## src/rtl/dct_mac_unit.sv

```systemverilog
// 8-tap signed multiply-accumulate stage for the 1-D DCT: multiply, accumulate,
// then round half toward +inf, shift and saturate one term per 8-tap run.
module dct_mac_unit #(
  parameter int DW    = 8,
  parameter int CW    = 12,
  parameter int ACCW  = 23,
  parameter int OW    = 11,
  parameter int SHIFT = 10
) (
  input  logic          clk,
  input  logic          rst_n,
  input  logic          enable_i,
  input  logic          in_valid_i,
  input  logic          in_first_i,
  input  logic [DW-1:0] in_data_i,
  input  logic [CW-1:0] in_coef_i,
  output logic [OW-1:0] result_o,
  output logic          result_valid_o,
  output logic          err_seq_o
);

  localparam int PW = DW + CW;

  typedef enum logic {IDLE, RUN} state_e;

  localparam logic signed [ACCW:0] HALF    = (ACCW+1)'(1) << (SHIFT-1);
  localparam logic signed [ACCW:0] SAT_MAX = {{(ACCW+2-OW){1'b0}}, {(OW-1){1'b1}}};
  localparam logic signed [ACCW:0] SAT_MIN = {{(ACCW+2-OW){1'b1}}, {(OW-1){1'b0}}};

  state_e                 state_q;
  logic [2:0]             cnt_q;
  logic                   err_q;
  logic                   v1_q, first1_q, last1_q;
  logic signed [PW-1:0]   p1_q;
  logic                   last2_q;
  logic signed [ACCW-1:0] acc_q;
  logic [OW-1:0]          result_q;
  logic                   result_valid_q;

  logic signed [PW-1:0]   data_ext, coef_ext, prod;
  logic signed [ACCW-1:0] p_ext;
  logic signed [ACCW:0]   acc_sx, rnd, shifted;
  logic [OW-1:0]          sat_r;

  always_comb begin
    data_ext = {{CW{in_data_i[DW-1]}}, in_data_i};
    coef_ext = {{DW{in_coef_i[CW-1]}}, in_coef_i};
    prod     = data_ext * coef_ext;
    p_ext    = {{(ACCW-PW){p1_q[PW-1]}}, p1_q};
    // one guard bit so the rounding add cannot wrap
    acc_sx   = {acc_q[ACCW-1], acc_q};
    rnd      = acc_sx + HALF;
    shifted  = rnd >>> SHIFT;
    if (shifted > SAT_MAX)      sat_r = SAT_MAX[OW-1:0];
    else if (shifted < SAT_MIN) sat_r = SAT_MIN[OW-1:0];
    else                        sat_r = shifted[OW-1:0];
  end

  // Sequencer and S1: tags each accepted sample as first/last and registers its product.
  always_ff @(posedge clk or negedge rst_n) begin
    if (!rst_n) begin
      state_q  <= IDLE;
      cnt_q    <= '0;
      err_q    <= 1'b0;
      v1_q     <= 1'b0;
      first1_q <= 1'b0;
      last1_q  <= 1'b0;
      p1_q     <= '0;
    end else if (enable_i) begin
      err_q    <= 1'b0;
      v1_q     <= 1'b0;
      first1_q <= 1'b0;
      last1_q  <= 1'b0;
      p1_q     <= prod;
      if (in_valid_i) begin
        case (state_q)
          IDLE: begin
            if (in_first_i) begin
              state_q  <= RUN;
              cnt_q    <= 3'd1;
              v1_q     <= 1'b1;
              first1_q <= 1'b1;
            end else begin
              err_q <= 1'b1;
            end
          end
          RUN: begin
            v1_q <= 1'b1;
            if (in_first_i) begin
              err_q    <= 1'b1;
              cnt_q    <= 3'd1;
              first1_q <= 1'b1;
            end else if (cnt_q == 3'd7) begin
              state_q <= IDLE;
              cnt_q   <= '0;
              last1_q <= 1'b1;
            end else begin
              cnt_q <= cnt_q + 3'd1;
            end
          end
          default: state_q <= IDLE;
        endcase
      end
    end
  end

  // S2 accumulate, S3 round/saturate
  always_ff @(posedge clk or negedge rst_n) begin
    if (!rst_n) begin
      last2_q        <= 1'b0;
      acc_q          <= '0;
      result_q       <= '0;
      result_valid_q <= 1'b0;
    end else if (enable_i) begin
      last2_q <= v1_q & last1_q;
      if (v1_q) acc_q <= first1_q ? p_ext : acc_q + p_ext;
      result_valid_q <= last2_q;
      if (last2_q) result_q <= sat_r;
    end
  end

  assign result_o       = result_q;
  assign result_valid_o = result_valid_q;
  assign err_seq_o      = err_q;

endmodule

```

## config.mk

```make
export PLATFORM = sky130hd
export DESIGN_NAME = dct_mac_unit
export DESIGN_NICKNAME = d
export VERILOG_FILES = /design/src/rtl/dct_mac_unit.sv
export SDC_FILE = /design/constraint.sdc
export NUM_CORES = 1
export LEC_CHECK = 0
export CORE_ASPECT_RATIO = 0.5
export CORE_MARGIN = 2
export CORE_UTILIZATION = 67
export CTS_BUF_LIST = sky130_fd_sc_hd__clkbuf_8
export DETAILED_ROUTE_END_ITERATION = 10
export DONT_BUFFER_PORTS = 1
export PLACE_DENSITY = 0.93
export SLEW_MARGIN = 20
export SYNTH_ARGS = -nofsm -noshare
export SYNTH_HDL_FRONTEND = slang
export SYNTH_SLANG_ARGS = --single-unit
export TNS_END_PERCENT = 50
```

## constraint.sdc

```tcl
create_clock -name clk -period 3.2 [get_ports clk]
set_clock_uncertainty 0.2 [all_clocks]
set_input_delay 0.32 -clock clk [delete_from_list [all_inputs] [get_ports clk]]
set_output_delay 0.32 -clock clk [all_outputs]
set_load 0.01 [all_outputs]
```

Word-level counts from Yosys, hierarchy flattened
Cells that the tools add are included.
{"block": "op_classes", "addsub": 3, "n_mux": 21, "eq_ne": 2, "n_lt_le_gt_ge": 2, "bitwise_logic": 2, "div_mod_pow": 0, "n_shift": 0, "n_reduce_logical": 4, "multipliers": 1}
{"operator": "$add A23 B11 Y24 const B", "n": 1}
{"operator": "$add A23 B20 Y23", "n": 1}
{"operator": "$mux W23", "n": 1}
{"operator": "$mux W11", "n": 2}
{"operator": "$mul A8 B12 Y20", "n": 1}
{"operator": "$gt A14 B11 Y1 const B", "n": 1}
{"operator": "$lt A14 B11 Y1 const B", "n": 1}
{"operator": "$mux W1", "n": 11}
{"operator": "$mux W3", "n": 3}
{"operator": "$pmux W1 S2", "n": 3}
{"operator": "$pmux W3 S2", "n": 1}
{"operator": "$reduce_and A2 Y1", "n": 3}
{"operator": "$add A3 B1 Y3 const B", "n": 1}
{"operator": "$eq A3 B3 Y1 const B", "n": 1}
{"operator": "$reduce_and A3 Y1", "n": 1}
{"operator": "$ne A2 B2 Y1 const B", "n": 1}
{"operator": "$and A1 B1 Y1", "n": 1}
{"operator": "$not A1 Y1", "n": 1}
{"block": "totals", "latch_bits": 0, "mem_bits_rw": 0, "elab_cells": 46, "rom_bits": 0, "n_memories": 0, "ff_bits": 64, "input_bits": 25, "output_inout_bits": 13}

Depth between registers and ports, before layout
{"block": "depth", "word_depth": 5, "depth_mapped": 19, "ltp_nobuf": 18}

Worst setup path after synthesis
OpenSTA, ideal clock, no wires.
{"block": "synth_timing", "kind": "input -> register", "startpoint": "in in_data_i[7]", "endpoint": "reg p1_q[18]", "setup_slack_ps": -1612, "path_stages": 17, "path_buffers": 0, "arrival_time_ps": 4477, "cell_sequence": "clkinv_1 -> nor2_1 -> fa_1 -> fa_1 -> fa_1 -> inv_1 -> fa_1 -> inv_1 -> ha_1 -> a21o_1 -> a21oi_1 -> nand2_1 -> a31o_1 -> a211o_1 -> o31ai_1 -> xor2_1 -> a21oi_1"}
{"block": "synth_via", "elab_chain_cells": 1}
{"element": "start, declared", "line_no": "15", "source": "input logic [DW-1:0] in_data_i,"}
{"element": "$mul A8 B12 Y20", "line_no": "48", "source": "prod = data_ext * coef_ext;"}
{"element": "end signal, assigned", "line_no": "74", "source": "p1_q <= prod;"}
{"element": "end, declared", "line_no": "34", "source": "logic signed [PW-1:0] p1_q;"}
No other way between the ends.
A chain may end at the register's enable or synchronous reset.

Worst setup path in the final report
{"block": "layout_timing", "startpoint": "in in_coef_i[0]", "endpoint": "reg p1_q[18]"}
{"block": "layout_via", "elab_chain_cells": 1}
{"element": "start, declared", "line_no": "16", "source": "input logic [CW-1:0] in_coef_i,"}
{"element": "$mul A8 B12 Y20", "line_no": "48"}
No other way between the ends.

==> results.ini <==
[outcome]
status=complete, but fails checks
failed_checks=hold timing, setup timing

[sta]
layout_worst_path_cycle_share_pct=136
total_negative_slack_ps=-10830
rsz0062_at_grt=true
finalCriticalPeriod_ps=4340
slew_headroom_pct=54.8
setup_viol_count_final=14
final_max_slew_viol_count=0
fmaxAchievable_ghz=0.231
slew_at_the_pin_with_the_worst_max_slew_slack_ps=678
hold-worst-slack_ps=-142
timing.final.hold_violations=16
setup_slack_ps=-1140

[routing]
drt_iter0_drc=806
dr_vias_cell=6.46
drc=0
drt.antenna.violating_nets=0
detail_route.wirelength_mm=21.5
wl_per_cell_um=21.0
detail_route.first_pass.iterations=7
dr_total_vias=6606

[layout]
fillers=588
share_of_final_layout_standard_cells_stronger_than_drive_strength_1_pct=17.8
layout.area.seq_mm2=0.00160
insertedDiodeCount=0
multiInputGateArea_mm2=0.00546
fin_nets=1041
post_layout_nonfiller_instances=1023
area_delta_synth_final_pct=16.1
final_design_utilization_pct=78.9

[cts]
count_of_h_tree_levels_built_during_cts=3
clk_pin_slew_ps=80
number_of_cts_inserted_buffers=9
number_of_buffers_inserted_by_hold_repair_at_cts=14
clk-insertion-delay-late_ps=370
ctsRootBufferMaster=sky130_fd_sc_hd__clkbuf_8
cts-root-to-sink-buffers=2
tritoncts=built
tritoncts_num_sinks=64

[grt]
gr-usage-all-layers_pct=36.5
antenna_found_initial=0
first_global_vias=6857
grt_max_degree=65
grt-ovfl-total=0
global_route_wire_length_before_repair_mm=34.4

[logic_synthesis]
synth_ff_type=sky130_fd_sc_hd__dfrtp_1
synthesis.nets=980
synthCells=812
synth-seq-area-share_pct=21.7
synth.cell_area_mm2=0.00739
synth_async_sr_flop_share_pct=100
synth-edff-count=0
ys_warn_count=0
postSynthRegisterBits=64
synth_cell_types=59
postSynthAreaPerCell_um2=9.10

[critical_path]
critical_path.endpoint_type=flip-flop
timing.critical_path.from_type=primary input
timing_worst_setup_path_type=in -> reg
worst_ep_arrival_time_ps=4380
crit_fanout=8
cp.required_ps=3240

[floorplanning]
design.core.area_mm2=0.0109
start_util_pct=67.9
fp.dieArea_mm2=0.0119
die_height_um=78.2
io_pins=38
fp.dieW_um=152
floorplan.rows=27

[power_and_ir_drop]
power_density_mw_per_mm2=1120
worst_ir_drop_vdd_v=0.000643
total_power_w=0.00961
leakage_power_figure_nw=4.10

[place]
placed_cells=986
gp_routability_congestion=0.913
port_buffers=0
hpwl_mm=13.2

[run]
cap_violations=0

[hold_path]
worstHoldPathType=in -> reg

[stage by stage]
stage	instance area, um2	setup WS (ps)
5_1_grt	8580	-1210
3_3_place_gp	7980	-1360
6_report	8580	-1140
4_1_cts	8520	-907
2_1_floorplan	7540	-1290
3_5_place_dp	7980	-1520
[layout make-up]
type	count	share of cell area [%]
Sequential cell	64	18.7
Timing Repair Buffer	72	7.10
Clock inverter	6	1.06
Clock buffer	10	1.60
Tap cell	145	2.11
Multi-Input combinational cell	595	63.6
Inverter	131	5.82
[power breakdown]
part,switching (W),internal (W),leakage [nW]
Combinational,0.00379,0.00342,3.22
Clock,0.000367,0.000464,0.117
Sequential,0.000427,0.00114,0.770
[path summary, 6_finish.rpt]
check / from / to / slack, ps / cells after the start
max: in_coef_i[0] / p1_q[18] / -1140 / 17
max reg2reg: p1_q[0] / acc_q[16] / 90 / 11
min reg2reg: acc_q[4] / acc_q[4] / 290 / 2
max in group asynchronous: rst_n / result_valid_o / 2230 / 2
min: enable_i / p1_q[18] / -140 / 1
min in group asynchronous: rst_n / acc_q[1] / 290 / 2
[flip-flops by register name, summed over array words and instances (netlist names)]
name and count:
first1_q 1, result_o 11, state_q 1, err_seq_o 1
acc_q 23, p1_q 20, last1_q 1, v1_q 1
result_valid_o 1, last2_q 1, cnt_q 3
[worst max-delay path, stage by stage]
cell,delay (ps)
sky130_fd_sc_hd__nand2b_4,120
sky130_fd_sc_hd__fa_1,480
sky130_fd_sc_hd__fa_1,550
sky130_fd_sc_hd__inv_1,50
sky130_fd_sc_hd__fa_1,500
sky130_fd_sc_hd__inv_1,90
sky130_fd_sc_hd__fa_1,540
sky130_fd_sc_hd__inv_2,60
sky130_fd_sc_hd__ha_4,220
sky130_fd_sc_hd__o21ai_2,150
sky130_fd_sc_hd__a211o_1,130
sky130_fd_sc_hd__nand2_1,70
sky130_fd_sc_hd__a31o_1,240
sky130_fd_sc_hd__a211o_1,290
sky130_fd_sc_hd__o31ai_2,210
sky130_fd_sc_hd__xor2_1,230
sky130_fd_sc_hd__a21oi_1,120
[synthesized netlist by cell type (3+ instances only)]
library cell	instances	area, um2
sky130_fd_sc_hd__inv_1	130	488
sky130_fd_sc_hd__fa_1	80	1600
sky130_fd_sc_hd__and2_1	65	407
sky130_fd_sc_hd__dfrtp_1	64	1600
sky130_fd_sc_hd__ha_1	63	788
sky130_fd_sc_hd__nand2_1	58	218
sky130_fd_sc_hd__nor2_1	49	184
sky130_fd_sc_hd__a21oi_1	35	175
sky130_fd_sc_hd__o21ai_0	35	175
sky130_fd_sc_hd__xnor2_1	31	272
sky130_fd_sc_hd__clkbuf_1	17	63.8
sky130_fd_sc_hd__mux2_2	15	169
sky130_fd_sc_hd__a21o_1	13	97.6
sky130_fd_sc_hd__nand2b_1	12	75.1
sky130_fd_sc_hd__xor2_1	12	105
sky130_fd_sc_hd__and3_1	10	62.6
sky130_fd_sc_hd__o21ai_1	10	50.1
sky130_fd_sc_hd__o22a_1	10	87.6
sky130_fd_sc_hd__o22ai_1	10	62.6
sky130_fd_sc_hd__a211oi_1	8	60.1
sky130_fd_sc_hd__nand3_1	8	40.0
sky130_fd_sc_hd__nor2b_1	7	43.8
sky130_fd_sc_hd__nand4_1	5	31.3
sky130_fd_sc_hd__a31oi_1	4	25.0
sky130_fd_sc_hd__nor3_1	4	20.0
sky130_fd_sc_hd__o21a_1	4	30.0
sky130_fd_sc_hd__o31ai_1	4	30.0
sky130_fd_sc_hd__a211o_1	3	26.3
sky130_fd_sc_hd__buf_1	3	11.3
sky130_fd_sc_hd__mux2i_1	3	30.0
sky130_fd_sc_hd__or2_2	3	18.8
[routing by layer]
layer / share of wire [%] / GRT usage (%) / wire, um
met1: 39 / 46.0 / 8320
met2: 47 / 62.6 / 10100
met3: 9.9 / 8.17 / 2120
met4: 4.5 / 13.9 / 958
met5: 0 / 0 / 0
[layout by cell type (no fill, tap or decap), drive strengths merged, types with 5 or more instances in the layout]
cell type	instances
inv	132
fa	80
and2	66
dfrtp	64
ha	63
buf	59
nand2	58
nor2	49
o21ai	45
a21oi	36
xnor2	31
mux2	16
a21o	13
dlygate4sd3	13
xor2	12
nand2b	12
and3	10
o22a	10
o22ai	10
clkbuf	10
a211oi	10
nand3	8
nor2b	7
nand4	5
o31ai	5
[repair_timing]
item,4_1_cts,5_1_grt
setup buffers,5,2
setup endpoints to repair,14,15
pin swaps,40,11
resized for setup,30,13
hold endpoints to repair,92,16
[logic make-up (layout without fill, tap and decap cells)]
group	Yosys count	count (layout)	synth area share (%)
flops	64	64	21.7
buf+inv	153	219	7.81
compound gates	164	164	14.8
fa+ha+maj	143	143	32.4
mux	19	19	2.85
xor+xnor	43	43	5.10
simple gates	226	226	15.4
(Power assumes the default switching activity.)
